===== config.mk =====
export PLATFORM = sky130hd
export DESIGN_NAME = ex_operand_stage
export DESIGN_NICKNAME = d
export VERILOG_FILES = /design/src/rtl/ex_operand_stage_pkg.sv /design/src/rtl/ex_operand_stage_fwd_mux.sv /design/src/rtl/ex_operand_stage.sv
export SDC_FILE = /design/constraint.sdc
export NUM_CORES = 1
export LEC_CHECK = 0
export ABC_AREA = 1
export BUFFER_PORTS_ARGS = -buffer_cell sky130_fd_sc_hd__buf_4
export CAP_MARGIN = 15
export CORE_MARGIN = 2
export CORE_UTILIZATION = 55
export CTS_CLUSTER_SIZE = 40
export DETAILED_ROUTE_END_ITERATION = 10
export MAX_ROUTING_LAYER = met4
export PLACE_DENSITY = 0.88
export SLEW_MARGIN = 20
export SYNTH_ARGS = -nofsm -noshare
export SYNTH_HDL_FRONTEND = slang
export SYNTH_HIERARCHICAL = 1
export SYNTH_SLANG_ARGS = --single-unit
export TNS_END_PERCENT = 100

===== constraint.sdc =====
create_clock -name clk -period 4.49 [get_ports clk]
set_clock_uncertainty 0.05 [all_clocks]
set_input_delay 0.449 -clock clk [delete_from_list [all_inputs] [get_ports clk]]
set_output_delay 0.449 -clock clk [all_outputs]
set_load 0.05 [all_outputs]

===== src/rtl/ex_operand_stage_pkg.sv =====
// Shared definitions for the ID/EX operand stage: default widths, ALU opcodes
// and operand-source encodings.
package ex_operand_stage_pkg;

   localparam int XLEN_DEF   = 32;
   localparam int REG_AW_DEF = 5;
   localparam int OP_W_DEF   = 5;

   typedef enum logic [4:0] {
      ALU_ADD  = 5'd0,
      ALU_SUB  = 5'd1,
      ALU_AND  = 5'd2,
      ALU_OR   = 5'd3,
      ALU_XOR  = 5'd4,
      ALU_SLL  = 5'd5,
      ALU_SRL  = 5'd6,
      ALU_SRA  = 5'd7,
      ALU_SLT  = 5'd8,
      ALU_SLTU = 5'd9
   } alu_op_e;

   typedef enum logic {
      SRC_A_RS1 = 1'b0,
      SRC_A_PC  = 1'b1
   } src_a_e;

   typedef enum logic {
      SRC_B_RS2 = 1'b0,
      SRC_B_IMM = 1'b1
   } src_b_e;

endpackage


===== src/rtl/ex_operand_stage_fwd_mux.sv =====
// Per-source forwarding mux: MEM beats WB beats the held register value;
// register x0 always reads as zero.
module ex_operand_stage_fwd_mux #(
   parameter int XLEN   = 32,
   parameter int REG_AW = 5
) (
   input  logic [REG_AW-1:0] src_addr,
   input  logic [XLEN-1:0]   held_data,
   input  logic              mem_we,
   input  logic [REG_AW-1:0] mem_addr,
   input  logic [XLEN-1:0]   mem_data,
   input  logic              wb_we,
   input  logic [REG_AW-1:0] wb_addr,
   input  logic [XLEN-1:0]   wb_data,
   output logic [XLEN-1:0]   fwd_data
);

   function automatic logic fwd_hit(input logic we, input logic [REG_AW-1:0] dst,
                                    input logic [REG_AW-1:0] src);
      return we && (dst == src);
   endfunction

   // Priority select of the operand value seen by the ALU
   always_comb begin
      fwd_data = {XLEN{1'b0}};
      if (src_addr == {REG_AW{1'b0}}) begin
         fwd_data = {XLEN{1'b0}};
      end else if (fwd_hit(mem_we, mem_addr, src_addr)) begin
         fwd_data = mem_data;
      end else if (fwd_hit(wb_we, wb_addr, src_addr)) begin
         fwd_data = wb_data;
      end else begin
         fwd_data = held_data;
      end
   end

endmodule


===== src/rtl/ex_operand_stage.sv =====
// ID/EX pipeline register with valid/ready handshake, MEM/WB forwarding and
// ALU operand selection.
module ex_operand_stage
   import ex_operand_stage_pkg::*;
#(
   parameter int XLEN   = XLEN_DEF,
   parameter int REG_AW = REG_AW_DEF,
   parameter int OP_W   = OP_W_DEF
) (
   input  logic              clk,
   input  logic              rst_n,
   input  logic              flush,
   input  logic              id_valid,
   output logic              id_ready,
   input  logic [XLEN-1:0]   id_pc,
   input  logic [XLEN-1:0]   id_imm,
   input  logic [REG_AW-1:0] id_rs1_addr,
   input  logic [REG_AW-1:0] id_rs2_addr,
   input  logic [XLEN-1:0]   id_rs1_data,
   input  logic [XLEN-1:0]   id_rs2_data,
   input  logic [OP_W-1:0]   id_alu_op,
   input  logic              id_a_sel,
   input  logic              id_b_sel,
   input  logic [REG_AW-1:0] id_rd_addr,
   input  logic              id_rd_we,
   input  logic              mem_fwd_we,
   input  logic [REG_AW-1:0] mem_fwd_addr,
   input  logic [XLEN-1:0]   mem_fwd_data,
   input  logic              wb_fwd_we,
   input  logic [REG_AW-1:0] wb_fwd_addr,
   input  logic [XLEN-1:0]   wb_fwd_data,
   output logic [XLEN-1:0]   alu_a,
   output logic [XLEN-1:0]   alu_b,
   output logic [OP_W-1:0]   alu_op,
   output logic              ex_valid,
   input  logic              ex_ready,
   output logic [REG_AW-1:0] ex_rd_addr,
   output logic              ex_rd_we,
   output logic [XLEN-1:0]   ex_store_data
);

   logic              valid_r;
   logic [XLEN-1:0]   pc_r;
   logic [XLEN-1:0]   imm_r;
   logic [REG_AW-1:0] rs1_addr_r;
   logic [REG_AW-1:0] rs2_addr_r;
   logic [XLEN-1:0]   rs1_data_r;
   logic [XLEN-1:0]   rs2_data_r;
   logic [OP_W-1:0]   alu_op_r;
   logic              a_sel_r;
   logic              b_sel_r;
   logic [REG_AW-1:0] rd_addr_r;
   logic              rd_we_r;

   logic              accept_s;
   logic              load_s;
   logic              stall_s;
   logic              rs1_refresh_s;
   logic              rs2_refresh_s;
   logic [XLEN-1:0]   fwd_rs1_s;
   logic [XLEN-1:0]   fwd_rs2_s;

   assign id_ready = !valid_r || ex_ready;
   assign accept_s = id_valid && id_ready;
   assign load_s   = accept_s && !flush;
   assign stall_s  = valid_r && !ex_ready;

   // The WB refresh keeps a stalled consumer correct once its producer retires out of WB
   assign rs1_refresh_s = wb_fwd_we && (wb_fwd_addr == rs1_addr_r) && (rs1_addr_r != {REG_AW{1'b0}});
   assign rs2_refresh_s = wb_fwd_we && (wb_fwd_addr == rs2_addr_r) && (rs2_addr_r != {REG_AW{1'b0}});

   // Valid bit: flush wins over accept, retire clears it
   always_ff @(posedge clk or negedge rst_n) begin
      if (!rst_n) begin
         valid_r <= 1'b0;
      end else if (flush) begin
         valid_r <= 1'b0;
      end else if (accept_s) begin
         valid_r <= 1'b1;
      end else if (ex_ready) begin
         valid_r <= 1'b0;
      end else begin
         valid_r <= valid_r;
      end
   end

   // Instruction control fields, loaded only on an unflushed accept
   always_ff @(posedge clk or negedge rst_n) begin
      if (!rst_n) begin
         pc_r       <= {XLEN{1'b0}};
         imm_r      <= {XLEN{1'b0}};
         rs1_addr_r <= {REG_AW{1'b0}};
         rs2_addr_r <= {REG_AW{1'b0}};
         alu_op_r   <= OP_W'(ALU_ADD);
         a_sel_r    <= 1'b0;
         b_sel_r    <= 1'b0;
         rd_addr_r  <= {REG_AW{1'b0}};
         rd_we_r    <= 1'b0;
      end else if (load_s) begin
         pc_r       <= id_pc;
         imm_r      <= id_imm;
         rs1_addr_r <= id_rs1_addr;
         rs2_addr_r <= id_rs2_addr;
         alu_op_r   <= id_alu_op;
         a_sel_r    <= id_a_sel;
         b_sel_r    <= id_b_sel;
         rd_addr_r  <= id_rd_addr;
         rd_we_r    <= id_rd_we;
      end else begin
         pc_r       <= pc_r;
         imm_r      <= imm_r;
         rs1_addr_r <= rs1_addr_r;
         rs2_addr_r <= rs2_addr_r;
         alu_op_r   <= alu_op_r;
         a_sel_r    <= a_sel_r;
         b_sel_r    <= b_sel_r;
         rd_addr_r  <= rd_addr_r;
         rd_we_r    <= rd_we_r;
      end
   end

   // Source operand data: loaded on accept, refreshed from WB while stalled
   always_ff @(posedge clk or negedge rst_n) begin
      if (!rst_n) begin
         rs1_data_r <= {XLEN{1'b0}};
         rs2_data_r <= {XLEN{1'b0}};
      end else if (load_s) begin
         rs1_data_r <= id_rs1_data;
         rs2_data_r <= id_rs2_data;
      end else if (stall_s) begin
         rs1_data_r <= rs1_refresh_s ? wb_fwd_data : rs1_data_r;
         rs2_data_r <= rs2_refresh_s ? wb_fwd_data : rs2_data_r;
      end else begin
         rs1_data_r <= rs1_data_r;
         rs2_data_r <= rs2_data_r;
      end
   end

   ex_operand_stage_fwd_mux #(.XLEN(XLEN), .REG_AW(REG_AW)) u_fwd_rs1 (
      .src_addr  (rs1_addr_r),
      .held_data (rs1_data_r),
      .mem_we    (mem_fwd_we),
      .mem_addr  (mem_fwd_addr),
      .mem_data  (mem_fwd_data),
      .wb_we     (wb_fwd_we),
      .wb_addr   (wb_fwd_addr),
      .wb_data   (wb_fwd_data),
      .fwd_data  (fwd_rs1_s)
   );

   ex_operand_stage_fwd_mux #(.XLEN(XLEN), .REG_AW(REG_AW)) u_fwd_rs2 (
      .src_addr  (rs2_addr_r),
      .held_data (rs2_data_r),
      .mem_we    (mem_fwd_we),
      .mem_addr  (mem_fwd_addr),
      .mem_data  (mem_fwd_data),
      .wb_we     (wb_fwd_we),
      .wb_addr   (wb_fwd_addr),
      .wb_data   (wb_fwd_data),
      .fwd_data  (fwd_rs2_s)
   );

   assign alu_a         = (a_sel_r == SRC_A_PC)  ? pc_r  : fwd_rs1_s;
   assign alu_b         = (b_sel_r == SRC_B_IMM) ? imm_r : fwd_rs2_s;
   assign alu_op        = alu_op_r;
   assign ex_valid      = valid_r;
   assign ex_rd_addr    = rd_addr_r;
   assign ex_rd_we      = valid_r && rd_we_r;
   assign ex_store_data = fwd_rs2_s;

endmodule

==> flow_metrics.env <==
export IMPL_crit_top_cell="nand2_1"
export IMPL_holdWs_ns=-0.0288
export IMPL_ys_types=21
export IMPL_n_fill_cell=1415
export IMPL_cpPeakStageDelay_ns=0.67
export IMPL_drive_gt1_share_pct=34.2
export IMPL_grt_use_total_pct=35.4
export IMPL_portBuffers=340
export IMPL_seq_area_frac_synth_pct=36.7
export IMPL_placed_cells=1876
export IMPL_ctsHtreeMaxLevel=4
export IMPL_cp_max_fo=64
export IMPL_overflow=0
export IMPL_drc=0
export IMPL_grt_max_degree=109
export IMPL_rows=50
export IMPL_hold_buffers=0
export IMPL_min_period_ns=3.56
export IMPL_cts_sinks=152
export IMPL_finalWeightedCongestion=0.891
export IMPL_via_count=11022
export IMPL_slew_violations=0
export IMPL_cts_path_max_buffers=2
export IMPL_rsz0062_at_grt="no"
export IMPL_placeableCoreArea_um2=18600
export IMPL_ys_warnings_count=6
export IMPL_grt_pass1_vias=10893
export IMPL_grt_first_pass_wirelength_um=54600
export IMPL_crit_buf_inv=3
export IMPL_setup_viol=0
export IMPL_cts_buffers_inserted=17
export IMPL_nNetsFinal=1893
export IMPL_ioPinCount=341
export IMPL_timing_fmax_mhz=281
export IMPL_die_width_um=141
export IMPL_fin_tns_setup_ns=0
export IMPL_cp_top_family="simple AND/OR/NAND/NOR gates"
export IMPL_post_cts_buffers=0
export IMPL_hpwl_um=23900
export IMPL_drtPass1Iterations=9
export IMPL_die_area_um2=20000
export IMPL_maxCapViolCount=0
export IMPL_cts_resized=0
export IMPL_arrival_ns=3.06
export IMPL_max_slew_margin_pct=36.6
export IMPL_drt_iter0_drc=1266
export IMPL_yosys_register_bits=152
export IMPL_cts_tree="built"
export IMPL_worstSetupPathType="flop to output pin"
export IMPL_p_leak_nw=7.35
export IMPL_area_growth_pct=28.9
export IMPL_critical_path_required_ns=3.99
export IMPL_netlist_area_leader_share_pct=36.7
export IMPL_final_cells=1908
export IMPL_syn_nets=1616
export IMPL_initial_core_util_pct=55.9
export IMPL_routed_via_density=5.78
export IMPL_routed_wl_um=35100
export IMPL_finalHoldViolCount=4
export IMPL_antenna_found_initial=0
export IMPL_postSynthAreaPerCell_um2=7.50
export IMPL_ir_drop_uv=276
export IMPL_final_cell_mix="nand2_1, buf_4, nand3_1"
export IMPL_yosys_area_top_type="dfrtp_1"
export IMPL_clkLatencyLatePin_ns=0.42
export IMPL_synth_area_um2=10400
export IMPL_slowest_stage="nand3_4"
export IMPL_ant_nets=0
export IMPL_crit_start="rs1_addr_r[2]$_DFFE_PN0P_"
export IMPL_layout_commonest_cell="nand2_1"
export IMPL_drt_wirelength_per_cell_um=18.4
export IMPL_syn_inst=1384
export IMPL_clkTransAtPathRegs_ns=0.07
export IMPL_synth_area_top_cells="dfrtp_1, nand2_1, mux2_2"
export IMPL_cts_root_buf="clkbuf_16"
export IMPL_power_density_nw_per_um2=432
export IMPL_worstMarginPinSlew_ns=0.951
export IMPL_cp_cell_sequence="inv_2, nand2_1, nand2_1, nor2_2, nand3_4, nor2_1, nor2_1, nand2_1, inv_1, mux2_2, buf_4"
export IMPL_r2r_start="rs2_addr_r[0]$_DFFE_PN0P_"
export IMPL_finalWorstSetupSlack_ns=0.926
export IMPL_crit_path_start_kind="flop"
export IMPL_violations="hold timing"
export IMPL_preCtsSetupSlack_ns=1.44
export IMPL_n_antenna_cell=0
export IMPL_die_height_um=141
export IMPL_status="complete, but fails checks"
export IMPL_fin_crit_sh_pct=79.4
export IMPL_hp_class="input port to async pin"
export IMPL_critical_path_endpoint_type="output pin"
==> path summary, 6_finish.rpt <==
| check | to | cells after the start | slack, ns |
|---|---|---|---|
| worst max-delay path | alu_a[22] | 11 | 0.93 |
| worst min-delay path | rs2_addr_r[1]$_DFFE_PN0P_ | 1 | -0.03 |
| worst max register to register | rs2_data_r[18]$_DFFE_PN0P_ | 9 | 2.16 |
| worst min register to register | imm_r[6]$_DFFE_PN0P_ | 1 | 0.44 |
| max in group asynchronous | b_sel_r$_DFFE_PN0P_ | 2 | 3.51 |
| min in group clk | ex_valid$_DFFE_PN0P_ | 2 | 0.15 |
==> cells by family after synthesis <==
group	after synthesis	share of synthesized area [%]
and+or+nand+nor	875	37.9
buffers and inverters	205	9.54
DFF	152	36.7
muxes	143	15.5
AOI/OAI and AO/OA	9	0.434
==> cell type report <==
cell class / instances / area, um2 / share of cell area [%]
Multi-Input combinational cell: 1027 / 5610 / 41.9
Clock inverter: 15 / 143 / 1.07
Clock buffer: 17 / 425 / 3.18
Inverter: 108 / 405 / 3.03
Timing Repair Buffer: 355 / 2690 / 20.1
Sequential cell: 152 / 3810 / 28.5
Tap cell: 234 / 293 / 2.19
==> cell usage after synthesis, drive strengths merged <==
cell type and count:
buf 85, nand2 443, nor3 2, a21oi 9, clkbuf 12, mux2 143
nor2 165, inv 108, nand4 66, nand3 199, dfrtp 152
==> metal layers <==
metal	vias up	track usage (%)	wire, um
li1	5036	-	-
met3	160	6.95	3230
met2	722	58.9	17000
met5	-	-	0
met4	0	16.5	1690
met1	5104	41.6	13200
==> registers in the layout, indices dropped and copies added (netlist names) <==
signal and flops:
rs1_addr_r 5, pc_r 32, rs2_data_r 32, rd_we_r 1
a_sel_r 1, b_sel_r 1, ex_rd_addr 5, rs1_data_r 32
rs2_addr_r 5, ex_valid 1, alu_op 5, imm_r 32
==> per-stage QoR <==
| stage | utilization [%] | hold WS (ns) | power, mW | instance area (um2) |
|---|---|---|---|---|
| floorplan | - | 0.103 | 3.54 | 10400 |
| global placement | 68.9 | 0.418 | 4.30 | 12800 |
| detailed placement | 68.9 | 0.430 | 4.36 | 12800 |
| CTS | 72.0 | 0.00793 | 5.78 | 13400 |
| global route | 72.0 | 0.0216 | 6.02 | 13400 |
| finish | 72.0 | -0.0288 | 5.78 | 13400 |
==> power by group <==
| part | internal [mW] | leakage, nW | switching [mW] |
|---|---|---|---|
| Sequential | 1.60 | 1.83 | 0.197 |
| Clock | 0.776 | 0.274 | 0.637 |
| Combinational | 0.901 | 5.25 | 1.67 |
==> worst register-to-register path: stages, from the launching register on <==
cell	delay, ns
dfrtp_1	0.49
inv_1	0.11
nand2_1	0.07
nand2_1	0.06
nor2_1	0.04
nand4_2	0.08
buf_4	0.41
nand2_2	0.59
nand2_1	0.24
nand2_1	0.08
No activity file was read; power rests on OpenSTA's default activity.
